--- config.mk ---
export PLATFORM = sky130hd
export DESIGN_NAME = dpd_phase_err
export DESIGN_NICKNAME = d
export VERILOG_FILES = /design/src/rtl/dpll_pkg.sv /design/src/rtl/dpll_sat.sv /design/src/rtl/dpd_phase_err.sv
export SDC_FILE = /design/constraint.sdc
export NUM_CORES = 1
export LEC_CHECK = 0
export CORE_MARGIN = 1.5
export CORE_UTILIZATION = 62
export DETAILED_ROUTE_END_ITERATION = 10
export PLACE_DENSITY = 0.87
export SYNTH_ARGS = -nofsm -noshare
export SYNTH_HDL_FRONTEND = slang
export SYNTH_HIERARCHICAL = 1
export SYNTH_SLANG_ARGS = --single-unit
--- constraint.sdc ---
create_clock -name clk -period 13.9 [get_ports clk]
set_input_delay 2.78 -clock clk [delete_from_list [all_inputs] [get_ports clk]]
set_output_delay 2.78 -clock clk [all_outputs]
set_load 0.03 [all_outputs]
--- src/rtl/dpll_pkg.sv ---
// Shared DPLL definitions: phase-error format limits and the
// phase detector FSM states, used by the detector and loop filter.
package dpll_pkg;

    localparam int DPD_W     = 20;
    localparam int FRAC_W    = 11;
    localparam int DLF_OUT_W = 16;

    localparam int DPD_MAX = 524287;
    localparam int DPD_MIN = -524288;

    typedef enum logic [1:0] {
        IDLE,
        ALIGN,
        TRACK
    } dpd_state_t;

endpackage

--- src/rtl/dpll_sat.sv ---
// Generic signed saturator: clamps a wide signed value into OUT_W bits.
// Ports: din (IN_W signed), dout (OUT_W signed), clip (1 = value clamped).
module dpll_sat #(
    parameter int IN_W  = 27,
    parameter int OUT_W = 20
) (
    input  logic signed [IN_W-1:0]  din,
    output logic signed [OUT_W-1:0] dout,
    output logic                    clip
);

    localparam logic signed [OUT_W-1:0] OMAX = {1'b0, {(OUT_W-1){1'b1}}};
    localparam logic signed [OUT_W-1:0] OMIN = {1'b1, {(OUT_W-1){1'b0}}};

    // Value fits iff every bit from the output sign bit upward matches.
    logic [IN_W-OUT_W:0] hi_bits;

    assign hi_bits = din[IN_W-1:OUT_W-1];

    always_comb begin
        clip = !((&hi_bits) || !(|hi_bits));
        dout = din[OUT_W-1:0];
        if (clip) begin
            dout = din[IN_W-1] ? OMIN : OMAX;
        end
    end

endmodule

--- src/rtl/dpd_phase_err.sv ---
// Digital phase detector: reference phase accumulator minus sampled
// variable phase {dco_cnt, tdc_frac}, saturated to signed 9.11.
// Ports: clk, rst (sync, high), enable, fcw, dco_cnt, tdc_frac,
// tdc_valid in; dpd_out, dpd_valid, dpd_sat, lock out.
module dpd_phase_err
    import dpll_pkg::*;
#(
    parameter int CNT_W    = 16,
    parameter int LOCK_THR = 64,
    parameter int LOCK_N   = 16
) (
    input  logic                    clk,
    input  logic                    rst,
    input  logic                    enable,
    input  logic [19:0]             fcw,
    input  logic [CNT_W-1:0]        dco_cnt,
    input  logic [FRAC_W-1:0]       tdc_frac,
    input  logic                    tdc_valid,
    output logic signed [DPD_W-1:0] dpd_out,
    output logic                    dpd_valid,
    output logic                    dpd_sat,
    output logic                    lock
);

    localparam int PHASE_W = CNT_W + FRAC_W;
    localparam int LCW     = $clog2(LOCK_N + 1);

    dpd_state_t state, state_nx;

    logic [PHASE_W-1:0]        ref_ph;
    logic [PHASE_W-1:0]        r_v;
    logic [PHASE_W-1:0]        ref_adv;
    logic signed [PHASE_W-1:0] err_raw;
    logic                      v1;
    logic signed [DPD_W-1:0]   sat_out;
    logic                      sat_clip;
    logic [DPD_W:0]            err_ext;
    logic [DPD_W:0]            err_abs;
    logic                      in_win;
    logic [LCW-1:0]            lock_cnt;

    assign r_v     = {dco_cnt, tdc_frac};
    assign ref_adv = ref_ph + PHASE_W'(fcw);

    always_comb begin
        state_nx = state;
        case (state)
            IDLE:    if (enable) state_nx = ALIGN;
            ALIGN:   if (tdc_valid) state_nx = TRACK;
            TRACK:   state_nx = TRACK;
            default: state_nx = IDLE;
        endcase
        if (!enable) begin
            state_nx = IDLE;
        end
    end

    always_ff @(posedge clk) begin
        if (rst) begin
            state <= IDLE;
        end else begin
            state <= state_nx;
        end
    end

    // Stage 1: reference accumulator and raw modular phase difference.
    always_ff @(posedge clk) begin
        if (rst || !enable) begin
            ref_ph  <= '0;
            err_raw <= '0;
            v1      <= 1'b0;
        end else begin
            v1 <= 1'b0;
            case (state)
                ALIGN: begin
                    if (tdc_valid) ref_ph <= r_v;
                end
                TRACK: begin
                    ref_ph <= ref_adv;
                    if (tdc_valid) begin
                        err_raw <= ref_adv - r_v;
                        v1      <= 1'b1;
                    end
                end
                default: ;
            endcase
        end
    end

    dpll_sat #(
        .IN_W  (PHASE_W),
        .OUT_W (DPD_W)
    ) u_sat (
        .din  (err_raw),
        .dout (sat_out),
        .clip (sat_clip)
    );

    // Magnitude in one extra bit so the most negative value cannot wrap.
    assign err_ext = {sat_out[DPD_W-1], sat_out};
    assign err_abs = err_ext[DPD_W] ? (~err_ext + 1'b1) : err_ext;
    assign in_win  = !sat_clip && (err_abs <= (DPD_W+1)'(LOCK_THR));

    // Stage 2: output register and lock qualification.
    always_ff @(posedge clk) begin
        if (rst || !enable) begin
            dpd_out   <= '0;
            dpd_valid <= 1'b0;
            dpd_sat   <= 1'b0;
            lock      <= 1'b0;
            lock_cnt  <= '0;
        end else begin
            dpd_valid <= v1;
            if (v1) begin
                dpd_out <= sat_out;
                dpd_sat <= sat_clip;
                if (in_win) begin
                    if (lock_cnt != LCW'(LOCK_N)) begin
                        lock_cnt <= lock_cnt + 1'b1;
                    end
                    if (lock_cnt >= LCW'(LOCK_N - 1)) begin
                        lock <= 1'b1;
                    end
                end else begin
                    lock_cnt <= '0;
                    lock     <= 1'b0;
                end
            end
        end
    end

endmodule

==> impl_table.tex <==
\begin{tabular}{lr}
\hline
Metric & Value \\
\hline
\multicolumn{2}{l}{\textbf{Synthesis}} \\
\quad Synth Warn \# & 6 \\
\quad Library cell occupying the most area in the post-synthesis netlist & dfxtp\_1 \\
\quad Post-synth EDFFs & 0 \\
\quad Area fraction of the dominant cell type after synthesis & 26.3\% \\
\quad Count of mapped cells out of synthesis & 807 \\
\quad Top flip-flop cell by instance count after synthesis & dfxtp\_1 \\
\quad Post-synth design cell area & 6460 µm² \\
\quad Number of distinct library cell variants in the gate-level netlist after synthesis & 74 \\
\quad Register bit count reported by yosys & 85 \\
\quad Post-synthesis area per instance & 8.01 µm² \\
\quad Sequential-to-total area share from yosys stat & 26.3\% \\
\quad Cells taking the most area after synthesis & dfxtp\_1 (26\%), ha\_1 (10\%), mux2i\_1 (5.4\%), a21oi\_1 (4.8\%), nor2\_1 (4.7\%) \\
\quad Post-Syn Nets & 913 \\
\quad Post-synth ARST share & 0\% \\
\multicolumn{2}{l}{\textbf{Timing}} \\
\quad Number of slew-limit violations in the final report & 0 \\
\quad Top achievable clock speed & 128 MHz \\
\quad Period utilization & 56.3\% \\
\quad Accumulated negative setup slack & 0 ns \\
\quad Number of failing setup endpoints in the final timing report & 0 \\
\quad Worst rel slew slack & 19.9\% \\
\quad Slew at the pin closest to its max-slew limit & 1.20 ns \\
\quad Final clock skew & 0.0151 ns \\
\quad Number of hold violations in the final report & 0 \\
\quad Final min period & 7.82 ns \\
\quad Unrepaired setup endpoints after global routing & no \\
\multicolumn{2}{l}{\textbf{Clocking}} \\
\quad Clock tree from TritonCTS & yes \\
\quad Number of post-CTS setup repair buffers & 0 \\
\quad CTS sink cnt & 85 \\
\quad Maximum level of the CTS H-tree & 3 \\
\quad Clock latency reported for the late side of the worst-skew pair & 0.38 ns \\
\quad CTS-repair resized insts & 0 \\
\quad Clock transition at the registers of the reported paths & 0.10 ns \\
\quad Buffer cell driving the clock tree root & clkbuf\_8 \\
\quad Buffer levels on the longest clock path & 2 \\
\quad Hold-fix buffer count after cts & 0 \\
\quad TritonCTS buffer count & 9 \\
\multicolumn{2}{l}{\textbf{Floorplanning}} \\
\quad Floorplan die area & 11000 µm² \\
\quad Starting utilization of the core area & 63.2\% \\
\quad Number of placed I/O pins & 74 \\
\quad Y dimension of the die & 105 µm \\
\quad Die width & 105 µm \\
\quad Area of the placeable core & 10200 µm² \\
\quad Standard-cell row count & 37 \\
\multicolumn{2}{l}{\textbf{Worst setup path}} \\
\quad Critical-path cell list & clkdlybuf4s50\_1 > ha\_1 > a2111o\_1 > o21bai\_1 > a2111oi\_0 > nor2\_1 > a2111oi\_0 > or3\_1 > xor2\_1 > inv\_1 > ha\_1 > a2111oi\_0 > nor2\_1 > a221o\_1 > a221o\_1 > a21oi\_1 > xnor3\_1 > a21oi\_1 \\
\quad Arrival time of the worst setup path & 8.14 ns \\
\quad Endpoint kind of the worst setup timing path & flip-flop \\
\quad Most prevalent standard cell on the critical path & a2111oi\_0 \\
\quad Maximum fanout along the worst path & 6 \\
\quad Start-to-end type of the worst setup path & in -> reg \\
\quad Slowest cell on the critical path & a2111oi\_0 \\
\quad CP Data Required Time & 14.22 ns \\
\quad Kind of launch point of the worst setup path & input port \\
\quad Category of cells accounting for the largest share of critical-path delay & compound AO/OA/AOI/OAI gates \\
\quad Max incr delay on CP & 0.81 ns \\
\quad CP bufs+invs & 2 \\
\multicolumn{2}{l}{\textbf{Place}} \\
\quad Post-placement cell count & 985 \\
\quad Routability-driven placement congestion ratio & 0.918 \\
\quad HPWL Detailed & 11.9 mm \\
\quad Number of buffer cells added on primary ports & 73 \\
\multicolumn{2}{l}{\textbf{Global routing}} \\
\quad Overall global routing resource usage & 29.6\% \\
\quad First-pass GRT wire length & 27.2 mm \\
\quad Antenna violations before repair & 0 \\
\quad Maximum number of pins on one net before global-route repair & 70 \\
\quad Number of global-route vias before repair & 5997 \\
\quad Remaining Overflow, GRT & 0 \\
\multicolumn{2}{l}{\textbf{Detailed routing}} \\
\quad Routed wire length & 16.2 mm \\
\quad Drt pass-1 iters & 5 \\
\quad DR vias/cell & 6.30 \\
\quad Post-DRT Antenna Nets & 0 \\
\quad Average routed wire per standard cell & 16.2 µm \\
\quad Vias after detailed routing & 6309 \\
\quad Number of DRC violations after detailed-routing iteration 0 & 463 \\
\quad DRC violations left & 0 \\
\multicolumn{2}{l}{\textbf{Pwr}} \\
\quad Peak supply drop & 44.1 µV \\
\quad Leakage power total & 0.00310 µW \\
\quad Power per cell area & 83.4 nW/µm² \\
\multicolumn{2}{l}{\textbf{Final layout}} \\
\quad Post-layout net count & 966 \\
\quad Commonest non-fill, non-tap cell in the layout & dfxtp\_1 \\
\quad Diode insertion count for antenna repair & 0 \\
\quad Core utilization of the finished layout & 72.6\% \\
\quad Filler cell count & 792 \\
\quad Share of post-route cells with drive strength above 1 & 5.78\% \\
\quad Leading cell types in the layout, fill and taps excluded & dfxtp\_1 (85), nor2\_1 (81), clkdlybuf4s50\_1 (73) \\
\quad Area added between synthesis and finish & 14.8\% \\
\quad Post-route insts no fill & 1001 \\
\multicolumn{2}{l}{\textbf{Run status}} \\
\quad Run status & completed \\
\multicolumn{2}{l}{\textbf{Flow run}} \\
\quad Number of max-cap violations & 0 \\
\multicolumn{2}{l}{\textbf{Worst hold path}} \\
\quad Hold Crit Class & reg -> reg \\
\hline
\end{tabular}
-- worst paths after layout --
check                                start                        to  slack, ns  cells past startpoint
setup / recovery                    fcw[4]  err_raw[26]$_SDFFE_PP0P_       6.08                     18
hold / removal    err_raw[10]$_SDFFE_PP0P_  err_raw[10]$_SDFFE_PP0P_       0.46                      2
setup reg to reg    ref_ph[4]$_SDFFE_PP0P_  err_raw[26]$_SDFFE_PP0P_       8.59                     17
hold reg to reg   err_raw[10]$_SDFFE_PP0P_  err_raw[10]$_SDFFE_PP0P_       0.46                      2
-- flip-flops by register name (all words and copies together), names as in the netlist --
register and flops:
ref_ph 27, dpd_sat 1, dpd_valid 1, state 2, err_raw 27, lock 1, lock_cnt 5, v1 1
dpd_out 20
-- worst reg2reg max path: cells and delay by family (launching register included) --
kind                       cells  cell delay (ns)
AOI/OAI and AO/OA              9             3.41
xor gates and xnor gates       2             0.41
adders and majority gates      2             0.57
buffers and inverters          1             0.06
DFF                            1             0.33
and+or+nand+nor                3             0.46
-- cells in the mapped netlist (3+ instances only) --
| library cell | instances |
|---|---|
| inv_1 | 53 |
| o21ai_1 | 3 |
| nor4_1 | 9 |
| nand2b_1 | 9 |
| nand4_1 | 10 |
| and3_1 | 3 |
| dfxtp_1 | 85 |
| a211o_1 | 4 |
| buf_1 | 6 |
| a2111oi_0 | 6 |
| a21o_2 | 8 |
| clkbuf_1 | 24 |
| nand2_1 | 62 |
| buf_6 | 3 |
| a21oi_2 | 3 |
| o21ai_0 | 45 |
| or3_1 | 6 |
| xor2_1 | 18 |
| a211oi_1 | 19 |
| ha_1 | 53 |
| nor4_4 | 3 |
| mux2i_1 | 35 |
| nor2b_1 | 10 |
| nor2_1 | 81 |
| nand3_1 | 19 |
| o21bai_1 | 3 |
| a21boi_0 | 3 |
| and2_1 | 3 |
| and4_1 | 4 |
| a31oi_1 | 12 |
| a21oi_1 | 62 |
| o31a_1 | 3 |
| o211ai_1 | 4 |
| a21o_1 | 32 |
| nor3_1 | 19 |
| o21a_1 | 13 |
| xnor2_1 | 24 |
-- per-layer routing --
| metal | routed length, µm | share of wire, % | vias up | global-route usage [%] |
|---|---|---|---|---|
| met4 | 227 | 1.4 | 0 | 9.98 |
| met2 | 7750 | 48 | 298 | 50.4 |
| met3 | 1180 | 7.3 | 22 | 4.43 |
| met5 | 0 | 0 | - | 0 |
| li1 | - | - | 3042 | - |
| met1 | 7030 | 43 | 2947 | 38.1 |
-- cells by family after synthesis --
logic type | count (synthesis) | share of synthesized area [%]
compound gates | 250 | 25.9
flops | 85 | 26.3
fa+ha+maj | 55 | 10.9
xor+xnor | 43 | 6.04
mux | 37 | 5.83
simple gates | 249 | 19.4
buf+inv | 88 | 5.57
-- stage by stage --
stage | total power, µW | cell area (µm²) | hold WS [ns] | setup slack (ns)
finish | 619 | 7420 | 0.458 | 6.08
floorplan | 398 | 6460 | 0.426 | 6.97
CTS | 615 | 7420 | 0.461 | 6.27
global placement | 437 | 7240 | 0.442 | 6.08
detailed placement | 445 | 7240 | 0.448 | 5.88
global route | 647 | 7420 | 0.477 | 5.80
-- power breakdown --
group	switching [µW]	internal [µW]	leakage (µW)
Sequential	2.64	246	0.000686
Clock	102	71.1	0.0000893
Combinational	112	84.9	0.00233
Total	217	402	0.00310
-- layout make-up --
cell class	count	area, µm²	area share, %
inverters	53	199	2.68
clock inverters	6	46.3	0.624
well taps	136	170	2.29
clock buffers	10	138	1.85
flip-flops and latches	85	1700	22.9
repair buffers	77	761	10.2
multi-input cells	634	4410	59.4
Power figures use the tool's default switching activity.
